==> config.mk <==
export PLATFORM = sky130hd
export DESIGN_NAME = ef_pwm_deadtime_apb_flat
export DESIGN_NICKNAME = d
export VERILOG_FILES = /design/src/rtl/ef_pwmdt_pkg.sv /design/src/rtl/ef_pwm_deadtime_apb_if.sv /design/src/rtl/ef_pwmdt_core.sv /design/src/rtl/ef_pwm_deadtime_apb.sv /design/src/flat_wrapper.sv
export SDC_FILE = /design/constraint.sdc
export NUM_CORES = 1
export LEC_CHECK = 0
export CAP_MARGIN = 5
export CORE_MARGIN = 4
export CORE_UTILIZATION = 42
export DETAILED_ROUTE_END_ITERATION = 8
export PLACE_DENSITY = 0.91
export SLEW_MARGIN = 20
export SYNTH_ARGS = -nofsm -noshare
export SYNTH_HDL_FRONTEND = slang
export SYNTH_SLANG_ARGS = --single-unit
export TNS_END_PERCENT = 50
==> constraint.sdc <==
create_clock -name PCLK -period 3.2 [get_ports PCLK]
set_input_delay 0.96 -clock PCLK [delete_from_list [all_inputs] [get_ports PCLK]]
set_output_delay 0.96 -clock PCLK [all_outputs]
set_load 0.005 [all_outputs]
==> src/rtl/ef_pwmdt_pkg.sv <==
// Shared types and constants for the PWM dead-time inserter: FSM states, APB offsets, read default.
// Pure declarations; no latency or flow control involved.
package ef_pwmdt_pkg;

  typedef enum logic [2:0] {
    ST_OFF   = 3'd0,
    ST_L_ON  = 3'd1,
    ST_DT_LH = 3'd2,
    ST_H_ON  = 3'd3,
    ST_DT_HL = 3'd4,
    ST_FAULT = 3'd5
  } pwmdt_state_e;

  localparam logic [31:0] ADDR_CTRL  = 32'h0000_0000;
  localparam logic [31:0] ADDR_DT    = 32'h0000_0004;
  localparam logic [31:0] ADDR_STAT  = 32'h0000_0008;
  localparam logic [31:0] ADDR_RIS   = 32'h0000_000C;
  localparam logic [31:0] ADDR_IM    = 32'h0000_0010;
  localparam logic [31:0] ADDR_ICR   = 32'h0000_0014;
  localparam logic [31:0] RD_DEFAULT = 32'hDEAD_BEEF;

  // A zero dead time still gets one blanking cycle so the two switches never overlap.
  function automatic logic [7:0] dt_load(input logic [7:0] dt);
    return (dt == 8'd0) ? 8'd1 : dt;
  endfunction

endpackage

==> src/rtl/ef_pwm_deadtime_apb_if.sv <==
// APB3 completer bundle for the PWM dead-time block.
// No storage; PREADY is always high so every transfer completes without wait states.
interface ef_pwm_deadtime_apb_if;
  logic [31:0] PADDR;
  logic        PSEL;
  logic        PENABLE;
  logic        PWRITE;
  logic [31:0] PWDATA;
  logic [31:0] PRDATA;
  logic        PREADY;

  modport master (
    output PADDR, PSEL, PENABLE, PWRITE, PWDATA,
    input  PRDATA, PREADY
  );

  modport slave (
    input  PADDR, PSEL, PENABLE, PWRITE, PWDATA,
    output PRDATA, PREADY
  );
endinterface

==> src/rtl/ef_pwmdt_core.sv <==
// Dead-time FSM with blanking counter and optional fault path (EF_PWMDT_FAULT_EN).
// Registered outputs, one cycle after pwm_in; fault reaches the outputs 3 cycles after fault_in; no backpressure.
module ef_pwmdt_core
  import ef_pwmdt_pkg::*;
(
  input  logic         PCLK,
  input  logic         PRESETn,
  input  logic         en_i,
  input  logic [7:0]   dt_rise_i,
  input  logic [7:0]   dt_fall_i,
  input  logic         pwm_in_i,
`ifdef EF_PWMDT_FAULT_EN
  input  logic         fault_in_i,
  input  logic         icr_clr_i,
  output logic         fault_sync_o,
`endif
  output pwmdt_state_e state_o,
  output logic         pwm_h_o,
  output logic         pwm_l_o
);

  pwmdt_state_e state_q, state_d;
  logic [7:0]   cnt_q, cnt_d;
  logic         pwm_h_q, pwm_l_q;

`ifdef EF_PWMDT_FAULT_EN
  logic fault_s1_q, fault_s2_q;

  always_ff @(posedge PCLK or negedge PRESETn) begin
    if (!PRESETn) begin
      fault_s1_q <= 1'b0;
      fault_s2_q <= 1'b0;
    end else begin
      fault_s1_q <= fault_in_i;
      fault_s2_q <= fault_s1_q;
    end
  end

  assign fault_sync_o = fault_s2_q;
`endif

  always_comb begin
    state_d = state_q;
    cnt_d   = cnt_q;
    case (state_q)
      ST_OFF: begin
        if (en_i) begin
          if (pwm_in_i) begin
            state_d = ST_DT_LH;
            cnt_d   = dt_load(dt_rise_i);
          end else begin
            state_d = ST_DT_HL;
            cnt_d   = dt_load(dt_fall_i);
          end
        end
      end
      ST_L_ON: begin
        if (pwm_in_i) begin
          state_d = ST_DT_LH;
          cnt_d   = dt_load(dt_rise_i);
        end
      end
      ST_DT_LH: begin
        if (!pwm_in_i)          state_d = ST_L_ON;
        else if (cnt_q <= 8'd1) state_d = ST_H_ON;
        else                    cnt_d   = cnt_q - 8'd1;
      end
      ST_H_ON: begin
        if (!pwm_in_i) begin
          state_d = ST_DT_HL;
          cnt_d   = dt_load(dt_fall_i);
        end
      end
      ST_DT_HL: begin
        if (pwm_in_i)           state_d = ST_H_ON;
        else if (cnt_q <= 8'd1) state_d = ST_L_ON;
        else                    cnt_d   = cnt_q - 8'd1;
      end
`ifdef EF_PWMDT_FAULT_EN
      ST_FAULT: begin
        if (icr_clr_i && !fault_s2_q) state_d = ST_OFF;
      end
`else
      ST_FAULT: state_d = ST_OFF;
`endif
      default: state_d = ST_OFF;
    endcase

    // Disable wins over pwm_in but cannot release a latched fault.
    if (!en_i && state_q != ST_FAULT) state_d = ST_OFF;
`ifdef EF_PWMDT_FAULT_EN
    if (fault_s2_q) state_d = ST_FAULT;
`endif
  end

  always_ff @(posedge PCLK or negedge PRESETn) begin
    if (!PRESETn) begin
      state_q <= ST_OFF;
      cnt_q   <= 8'd0;
      pwm_h_q <= 1'b0;
      pwm_l_q <= 1'b0;
    end else begin
      state_q <= state_d;
      cnt_q   <= cnt_d;
      pwm_h_q <= (state_d == ST_H_ON);
      pwm_l_q <= (state_d == ST_L_ON);
    end
  end

  assign state_o = state_q;
  assign pwm_h_o = pwm_h_q;
  assign pwm_l_o = pwm_l_q;

endmodule

==> src/rtl/ef_pwm_deadtime_apb.sv <==
// APB register front end for the PWM dead-time inserter; fault support via EF_PWMDT_FAULT_EN.
// Zero-wait-state APB (PREADY tied high); reads are combinational from PADDR; no backpressure.
module ef_pwm_deadtime_apb
  import ef_pwmdt_pkg::*;
(
  input  logic                        PCLK,
  input  logic                        PRESETn,
  ef_pwm_deadtime_apb_if.slave        apb,
  input  logic                        pwm_in,
`ifdef EF_PWMDT_FAULT_EN
  input  logic                        fault_in,
`endif
  output logic                        pwm_h,
  output logic                        pwm_l,
  output logic                        irq
);

  logic         en_q;
  logic [15:0]  dt_q;
  logic         im_q;
  logic         ris_bit;
  logic         wr_en;
  logic [31:0]  rdata;
  pwmdt_state_e state;
  logic         unused_wdata;

  assign wr_en        = apb.PSEL & apb.PENABLE & apb.PWRITE;
  assign unused_wdata = ^apb.PWDATA[31:16];

  always_ff @(posedge PCLK or negedge PRESETn) begin
    if (!PRESETn) begin
      en_q <= 1'b0;
      dt_q <= 16'd0;
      im_q <= 1'b0;
    end else if (wr_en) begin
      if (apb.PADDR == ADDR_CTRL) en_q <= apb.PWDATA[0];
      if (apb.PADDR == ADDR_DT)   dt_q <= apb.PWDATA[15:0];
      if (apb.PADDR == ADDR_IM)   im_q <= apb.PWDATA[0];
    end
  end

`ifdef EF_PWMDT_FAULT_EN
  logic icr_q;
  logic ris_q;
  logic fault_sync;

  // ICR is a one-cycle pulse; a still-present fault re-sets RIS over the clear.
  always_ff @(posedge PCLK or negedge PRESETn) begin
    if (!PRESETn) begin
      icr_q <= 1'b0;
      ris_q <= 1'b0;
    end else begin
      icr_q <= wr_en && (apb.PADDR == ADDR_ICR) && apb.PWDATA[0];
      if (fault_sync)  ris_q <= 1'b1;
      else if (icr_q)  ris_q <= 1'b0;
    end
  end

  assign ris_bit = ris_q;
  assign irq     = ris_q & im_q;
`else
  assign ris_bit = 1'b0;
  assign irq     = 1'b0;
`endif

  ef_pwmdt_core u_core (
    .PCLK         (PCLK),
    .PRESETn      (PRESETn),
    .en_i         (en_q),
    .dt_rise_i    (dt_q[7:0]),
    .dt_fall_i    (dt_q[15:8]),
    .pwm_in_i     (pwm_in),
`ifdef EF_PWMDT_FAULT_EN
    .fault_in_i   (fault_in),
    .icr_clr_i    (icr_q),
    .fault_sync_o (fault_sync),
`endif
    .state_o      (state),
    .pwm_h_o      (pwm_h),
    .pwm_l_o      (pwm_l)
  );

  always_comb begin
    rdata = RD_DEFAULT;
    case (apb.PADDR)
      ADDR_CTRL: rdata = {31'd0, en_q};
      ADDR_DT:   rdata = {16'd0, dt_q};
      ADDR_STAT: rdata = {29'd0, state};
      ADDR_RIS:  rdata = {31'd0, ris_bit};
      ADDR_IM:   rdata = {31'd0, im_q};
      ADDR_ICR:  rdata = 32'd0;
      default:   rdata = RD_DEFAULT;
    endcase
  end

  assign apb.PRDATA = rdata;
  assign apb.PREADY = 1'b1;

endmodule

==> src/flat_wrapper.sv <==
// flat-port wrapper written by rule: the top's interface ports become plain ports
module ef_pwm_deadtime_apb_flat import ef_pwmdt_pkg::*;
  (PCLK, PRESETn, pwm_in, pwm_h, pwm_l, irq, apb_PADDR, apb_PSEL, apb_PENABLE, apb_PWRITE, apb_PWDATA, apb_PRDATA, apb_PREADY);
  ef_pwm_deadtime_apb_if apb_i ();
  input  logic PCLK;
  input  logic PRESETn;
  input  logic pwm_in;
  output logic pwm_h;
  output logic pwm_l;
  output logic irq;
  input wire logic [$bits(apb_i.PADDR)-1:0] apb_PADDR;
  input wire logic [$bits(apb_i.PSEL)-1:0] apb_PSEL;
  input wire logic [$bits(apb_i.PENABLE)-1:0] apb_PENABLE;
  input wire logic [$bits(apb_i.PWRITE)-1:0] apb_PWRITE;
  input wire logic [$bits(apb_i.PWDATA)-1:0] apb_PWDATA;
  output wire logic [$bits(apb_i.PRDATA)-1:0] apb_PRDATA;
  output wire logic [$bits(apb_i.PREADY)-1:0] apb_PREADY;
  assign apb_i.PADDR = apb_PADDR;
  assign apb_i.PSEL = apb_PSEL;
  assign apb_i.PENABLE = apb_PENABLE;
  assign apb_i.PWRITE = apb_PWRITE;
  assign apb_i.PWDATA = apb_PWDATA;
  assign apb_PRDATA = apb_i.PRDATA;
  assign apb_PREADY = apb_i.PREADY;
  ef_pwm_deadtime_apb u_core (.PCLK(PCLK), .PRESETn(PRESETn), .apb(apb_i), .pwm_in(pwm_in), .pwm_h(pwm_h), .pwm_l(pwm_l), .irq(irq));
endmodule
* After elaboration in Yosys (flattened, before gate mapping) *
Cells that the tools add are included.

storage, ports and cells
  register bits after elaboration = 31
  latch bits = 0
  bits in writable memories = 0
  memory bits (read-only) = 0
  bits of input ports = 70
  output and inout bits = 36
  word-level logic and storage cells = 61
  memories = 0

operators by class
  $add $sub $neg = 1
  multiply operators = 0
  divide/modulo/power cells = 0
  $lt $le $gt $ge = 1
  eq/ne operators = 17
  shift-type cells = 0
  muxes and demuxes = 21
  bitwise operators = 2
  reduce and logical (&&, ||, !) cells = 12

operators by type and width
  operator             number
  $pmux 32 s5          1
  $mux 8               9
  $eq 32x4->1 const B  2
  $eq 32x5->1 const B  2
  $pmux 8 s5           1
  $eq 32x3->1 const B  1
  $logic_not 32->1     1
  $mux 3               9
  $logic_not 8->1      2
  $pmux 3 s5           1
  $eq 3x2->1 const B   3
  $le 8x1->1 const B   1
  $ne 2x2->1 const B   4
  $sub 8x1->8 const B  1
  $eq 3x1->1 const B   2
  $reduce_and 2->1     3
  $reduce_and 6->1     1
  $reduce_bool 5->1    1
  $eq 3x3->1 const B   1
  $logic_not 3->1      1
  $ne 3x3->1 const B   1
  $and 1x1->1          2
  $ne 2x1->1 const B   1
  $reduce_or 2->1      1
  other kinds (2)      2

* Logic depth before layout (Yosys ltp) *
Gate-level depths: netlist (run 1).

  word-level depth = 6
  depth in mapped cells = 8
  depth with buffers taken out = 7

* By module *
Synthesis (run 1) repeated with hierarchy kept, for this count alone.

unflattened totals
  cell total of the unflattened synthesis = 256
  area, all modules = 2383.5 um2

by module, submodules not included
  module               instances  cells each  area each (um2)  sequential area each (um2)
  ef_pwm_deadtime_apb  1          109         1201.2           450.4
  ef_pwmdt_core        1          147         1182.4           325.3

* Least setup slack after synthesis (run 1) *
OpenSTA, ideal clock, no wires.

  path type = input-to-output
  from = input apb_PADDR[17]
  to = output apb_PRDATA[10]
  arrival time = 2.189 ns
  required time = 2.240 ns
  path slack = 0.051 ns
  cell stages on the path = 6
  path buffers = 1
  cells stage by stage = nor4_1 -> nand4_1 -> nor2_4 -> nand2_1 -> clkbuf_1 -> a21o_1

on the way
  cells in the longest elaborated chain, start to end = 3
  elaborated cells between the ends (all ways) = 8
  classes of those cells = eq/ne (5); mux (1); reduce/logical (2)

RTL lines
  item                                               RTL line                   RTL
  from (decl)                                        flat_wrapper.sv:11         input wire logic [$bits(apb_i.PADDR)-1:0] apb_PADDR;
  $eq 32x4->1 / $eq 32x5->1 (equally long branches)  ef_pwm_deadtime_apb.sv:85  case (apb.PADDR)
  $reduce_or 2->1 (no line)                          --
  $pmux 32 s5 (*)                                    ef_pwm_deadtime_apb.sv:85
  to (decl)                                          flat_wrapper.sv:16         output wire logic [$bits(apb_i.PRDATA)-1:0] apb_PRDATA;

Every way passes the cells marked *; elsewhere a longest branch is shown, timed or not.

* Worst setup path in the final report (run 1) *
  from = input apb_PADDR[22]
  to = output apb_PRDATA[0]

The elaborated chain is that of the path after synthesis.

==> impl_metrics.yaml, run 1 <==
timing:
  timing.final.ws_setup_ns: -0.2195
  holdWs_ns: 0.5269
  tns_ns: -1.445
  worst_pin_slew_ns: 0.5586
  fmax_mhz: 292.4
  period_share_pct: 106.9
  drv_slew: 0
  hold_viol: 0
  rsz0062_at_grt: "yes"
  finalSetupViolCount: 17
  fin_worst_skew_ns: 0.01102
  finalCriticalPeriod_ns: 3.419
  relSlewSlack_pct: 62.76
grt:
  grt.overflow.total: 0
  grt_max_degree: 32
  track_usage_pct: 25.42
  antenna_found_initial: 0
  grt_pass1_wl_um: 13050
  grt_pass1_vias: 2570
die:
  ioPinCount: 106
  die_x_um: 82.68
  rows: 26
  start_util_pct: 44.44
  core_area_sq_um: 5270
  die_y_um: 82.68
  dieArea_sq_um: 6835
setup_path:
  cp.required_ns: 2.24
  endpoint_kind: "primary output"
  worstSetupEndpoint: "apb_PRDATA[0]"
  r2r_slack_ns: 1.05
  path_cells: "buf_6 > nor4_4 > nand4_1 > nor2_4 > nand2_4 > buf_6 > a221o_1 > buf_2"
  r2r-start: "u_core.u_core.state_o[1]"
  path_delay_family: "simple AND/OR/NAND/NOR gates"
  rr_worst_depth: 5
  worstPathArrival_ns: 2.46
  setup.worst_path.class: "in2out"
  critPathMaxFanout: 4
  path_buf_inv: 3
  r2r-end: "u_core.u_core.cnt_q[3]"
  cp-startpoint: "apb_PADDR[22]"
  crit_path_frequent_cell: "buf_6"
  crit_path_max_incr_delay_ns: 0.28
  crit_slowest_cell: "nor4_4"
  worst-path-stages: 8
  startpoint_type: "input port"
cts:
  clock_latency_ns: 0.29
  clk_pin_slew_ns: 0.06
  clock_sinks: 31
  cts_tree: "done"
  h-tree-depth: 2
  cts_made_buffers: 5
  cts.path.max_buffers: 2
  cts-root-buf: "clkbuf_8"
yosys:
  synth_area_leaders: "dfrtp_1, mux2_4, buf_4"
  syn_area_sq_um: 2342
  synth_edf_count: 0
  syn_area_per_cell_sq_um: 9.295
  ys_seq_area_share_pct: 33.12
  synth-main-ff-cell: "dfrtp_1"
  ys_types: 59
  ys_seq_elements: 31
  synth.top_cell.area_share_pct: 33.12
  ys_warn_count: 0
  synth_most_common_cell: "dfrtp_1"
  async_flop_share_pct: 100.0
  synthTopCellsByCount: "dfrtp_1, buf_4, nor2_1"
  synthCells: 252
  synth_top_area_cell: "dfrtp_1"
pwr:
  power.share.combinational_pct: 13.8
  p_switching_mw: 0.2075
  p_sw_share_pct: 25.43
  power.density_nw_per_um2: 247.4
  p_int_mw: 0.6084
  p_seq_share_pct: 48.2
  pwr-share-clk_pct: 37.9
  ir_drop_mv: 0.2906
  finalPower_mw: 0.8160
  power.leakage_nw: 1.460
detailed_routing:
  vias_per_cell: 6.113
  wl_per_cell_um: 20.91
  drt-pass1-iter-count: 6
  drcViolationCount: 0
  wl_um: 8488
  first_iter_violations: 362
  drtAntennaViolNets: 0
  vias: 2482
final_layout:
  num_antenna_cells: 0
  areaGrowthSynthToFinish_pct: 40.81
  final_cells: 406
  drive_above_1_share_pct: 33.33
  layout.nets: 407
  finalInstanceArea_sq_um: 3298
placement:
  numPortBuffers: 82
  place.gp.congestion: 0.9303
  place_inst: 392
  dp_hpwl_um: 5422
  placed_area_sq_um: 3186
worst_hold_path:
  whs_path_depth: 1
  worstHoldStart: "u_core.im_q"
  hold_path.class: "reg2reg"
run:
  maxCapViolCount: 0
outcome:
  status: "complete, but fails checks"
  violations: "setup timing"
[through the flow]
stage	util (%)	setup WS, ns
5_1_grt	62.58	-0.2744
6_report	62.58	-0.2195
2_1_floorplan	-	0.05117
4_1_cts	62.70	-0.1104
3_5_place_dp	60.45	-0.7569
3_3_place_gp	60.45	-0.6164
[flip-flops by register name (all words and copies together), names as in the netlist]
| name | count |
|---|---|
| u_core.u_core.state_o | 3 |
| u_core.u_core.cnt_q | 8 |
| u_core.dt_q | 16 |
| u_core.en_q | 1 |
| u_core.im_q | 1 |
| u_core.u_core.pwm_h_o | 1 |
| u_core.u_core.pwm_l_o | 1 |
[layout by cell type, fill, tap and decap left out, types with 3 or more instances in the layout]
master / synthesis / layout
nor4_2: 1 / 5
mux2_4: 10 / 10
dlygate4sd2_1: 0 / 3
or4_1: 3 / 3
o211ai_1: 3 / 3
nor2b_1: 7 / 7
clkdlybuf4s15_1: 0 / 8
clkdlybuf4s50_1: 0 / 24
mux2i_1: 4 / 4
conb_1: 2 / 7
nand2_1: 15 / 14
o21ai_0: 14 / 14
and3_1: 4 / 4
clkbuf_2: 0 / 8
clkbuf_8: 0 / 5
mux2_2: 10 / 10
nor2_1: 17 / 16
buf_2: 5 / 27
nand2b_1: 4 / 4
dfrtp_1: 31 / 31
nor4_1: 11 / 5
o21ai_1: 3 / 3
a21oi_1: 11 / 11
nor3_1: 4 / 4
buf_6: 1 / 15
buf_4: 18 / 11
a21o_1: 11 / 11
inv_1: 7 / 7
[power by group through the flow]
| stage | clock, mW | combinational, mW | sequential (mW) |
|---|---|---|---|
| 3_5_place_dp | 0 | 0.110 | 0.401 |
| 3_3_place_gp | 0 | 0.106 | 0.401 |
| 6_report | 0.310 | 0.113 | 0.394 |
| 2_1_floorplan | 0 | 0.0296 | 0.401 |
| 5_1_grt | 0.328 | 0.120 | 0.393 |
| 4_1_cts | 0.297 | 0.107 | 0.394 |
[how the worst min path moves through the flow]
stage	endpoint	slack, ns
after floorplan	u_core.im_q	0.48
after global placement	u_core.im_q	0.49
after detailed placement	u_core.im_q	0.50
after CTS	u_core.im_q	0.52
after global routing	u_core.im_q	0.55
final	u_core.im_q	0.53
[kinds of logic (layout without fill, tap and decap cells)]
kind of cell	Yosys count	in the layout	share of synthesized area, %
compound gates	68	68	20.62
fa+ha+maj	2	2	1.068
mux	24	24	12.93
flops	31	31	33.12
buf+inv	38	117	10.26
simple gates	84	84	20.57
other cells	2	7	0.3206
xor+xnor	3	3	1.122
[layer usage]
metal / vias to the layer above / wire [um] / GRT usage [%]
li1: 1074 / - / -
met1: 1142 / 2913 / 29.65
met2: 207 / 4255 / 43.59
met3: 59 / 847 / 6.616
met4: 0 / 472 / 11.44
met5: - / 0 / 0
[final cells by class]
class | instances | area, sq um
well taps | 70 | 87.58
repair buffers | 102 | 893.4
multi-input cells | 188 | 1434
clock inverters | 1 | 5.005
clock buffers | 7 | 76.32
fillers | 390 | 1972
inverters | 7 | 26.28
flip-flops and latches | 31 | 775.7
[what timing repair did]
item | CTS | global route
setup endpoints to repair | 27 | 27
gates cloned | 2 | 0
buffers inserted | 5 | 1
hold endpoints to repair | 0 | 0
hold buffers | 0 | 0
resized for setup | 194 | 26
pin swaps | 12 | 5
(Power assumes the default switching activity.)
==> inputs of run 2 (changes only) <==
--- a/config.mk
+++ b/config.mk
@@ -9,6 +9,7 @@
 export CORE_MARGIN = 4
 export CORE_UTILIZATION = 42
 export DETAILED_ROUTE_END_ITERATION = 8
+export MAX_ROUTING_LAYER = met4
 export PLACE_DENSITY = 0.91
 export SLEW_MARGIN = 20
 export SYNTH_ARGS = -nofsm -noshare
==> impl_metrics.yaml, run 2 (synthesis gave the netlist of run 1 again) <==
setup_path:
  r2r_slack_ns: 1.01
  startpoint_type: "input port"
  worstPathArrival_ns: 2.51
  cp.required_ns: 2.24
  endpoint_kind: "primary output"
  setup.worst_path.class: "in2out"
  critPathMaxFanout: 5
  r2r-start: "u_core.u_core.state_o[1]"
  r2r-end: "u_core.u_core.cnt_q[3]"
  rr_worst_depth: 5
detailed_routing:
  vias_per_cell: 6.159
  wl_per_cell_um: 21.43
  drcViolationCount: 0
  wl_um: 8766
  vias: 2519
  drt-pass1-iter-count: 5
  drtAntennaViolNets: 0
  first_iter_violations: 239
die:
  core_area_sq_um: 5270
  die_x_um: 82.68
  dieArea_sq_um: 6835
  ioPinCount: 106
  die_y_um: 82.68
  start_util_pct: 44.44
  rows: 26
grt:
  grt_max_degree: 32
  grt_pass1_wl_um: 13130
  antenna_found_initial: 0
  track_usage_pct: 26.67
  grt_pass1_vias: 2545
  grt.overflow.total: 0
placement:
  post-place-ws_ns: -0.6930
  place.gp.congestion: 0.9439
  dp_hpwl_um: 5321
  place_inst: 392
  numPortBuffers: 82
timing:
  tns_ns: -4.278
  drv_slew: 0
  worst_pin_slew_ns: 0.5414
  relSlewSlack_pct: 63.75
  fin_worst_skew_ns: 0.01107
  period_share_pct: 108.6
  timing.final.ws_setup_ns: -0.2742
  fmax_mhz: 287.8
  finalCriticalPeriod_ns: 3.474
  hold_viol: 0
  rsz0062_at_grt: "yes"
  finalSetupViolCount: 27
final_layout:
  layout.nets: 410
  regMostFlops: "u_core.dt_q"
  areaGrowthSynthToFinish_pct: 43.54
  final_common_cell: "dfrtp_1"
  final_cells: 409
  largest_reg_flops: 16
  drive_above_1_share_pct: 34.51
  most-common-layout-cells: "dfrtp_1, buf_2, clkdlybuf4s50_1"
  num_antenna_cells: 0
  final_util_pct: 63.79
pwr:
  finalPower_mw: 0.9196
  power.leakage_nw: 1.489
  power.density_nw_per_um2: 273.5
  ir_drop_mv: 0.2602
outcome:
  status: "complete, but fails checks"
  violations: "setup timing"
cts:
  clock_latency_ns: 0.29
  h-tree-depth: 2
  clock_sinks: 31
  cts_made_buffers: 5
  cts-root-buf: "clkbuf_8"
  hold_buffers: 0
  cts.path.max_buffers: 2
  clk_pin_slew_ns: 0.07
  cts_tree: "done"
run:
  maxCapViolCount: 0
worst_hold_path:
  hold_path.class: "reg2reg"
  worstHoldStart: "u_core.u_core.cnt_q[7]"
  whs_path_depth: 2
  hold_end: "u_core.u_core.cnt_q[7]"
[run 2: worst max-delay path by stage]
stage | depth (start not counted) | slack [ns] | startpoint | to
floorplan | 6 | 0.05 | apb_PADDR[17] | apb_PRDATA[10]
global placement | 8 | -0.62 | apb_PADDR[8] | apb_PRDATA[9]
detailed placement | 8 | -0.69 | apb_PADDR[20] | apb_PRDATA[13]
CTS | 8 | -0.12 | apb_PADDR[5] | apb_PRDATA[0]
global route | 8 | -0.28 | apb_PADDR[20] | apb_PRDATA[0]
finish | 8 | -0.27 | apb_PADDR[28] | apb_PRDATA[0]
[run 2: cell type report]
cell class / instances / area, sq um
repair buffers: 105 / 910.9
fillers: 400 / 1908
clock buffers: 6 / 82.58
flip-flops and latches: 31 / 775.7
well taps: 70 / 87.58
clock inverters: 2 / 35.03
inverters: 7 / 26.28
multi-input cells: 188 / 1444
[run 2: critical path: stages]
cell and delay [ns]:
buf_6 0.10, nor4_4 0.32, nand4_1 0.25, nor2_4 0.22, nand2_4 0.12, buf_6 0.13, a221o_1 0.28, buf_2 0.14
[run 2: power breakdown]
group	switching, mW	internal, mW	total, mW
Clock	0.156	0.252	0.408
Sequential	0.00132	0.392	0.394
Combinational	0.0547	0.0632	0.118
[run 2: what timing repair did]
item                                    CTS  global route
buffers inserted                          3             3
endpoints found under the setup margin   27            27
resized for setup                       173            35
gates cloned                              3             1
pin swaps                                12             6
[run 2: through the flow]
stage	area [sq um]	hold WS, ns
floorplan	2361	0.4791
global placement	3186	0.4878
detailed placement	3186	0.5058
CTS	3314	0.5570
global route	3362	0.5841
finish	3362	0.5687
[run 2: routing by layer]
metal | track usage (%) | wire [um] | vias to the layer above
met5 | - | 0 | -
met2 | 43.99 | 4344 | 204
met4 | 12.58 | 409 | 0
met1 | 31.45 | 3205 | 1198
met3 | 4.881 | 806 | 37
li1 | - | - | 1080
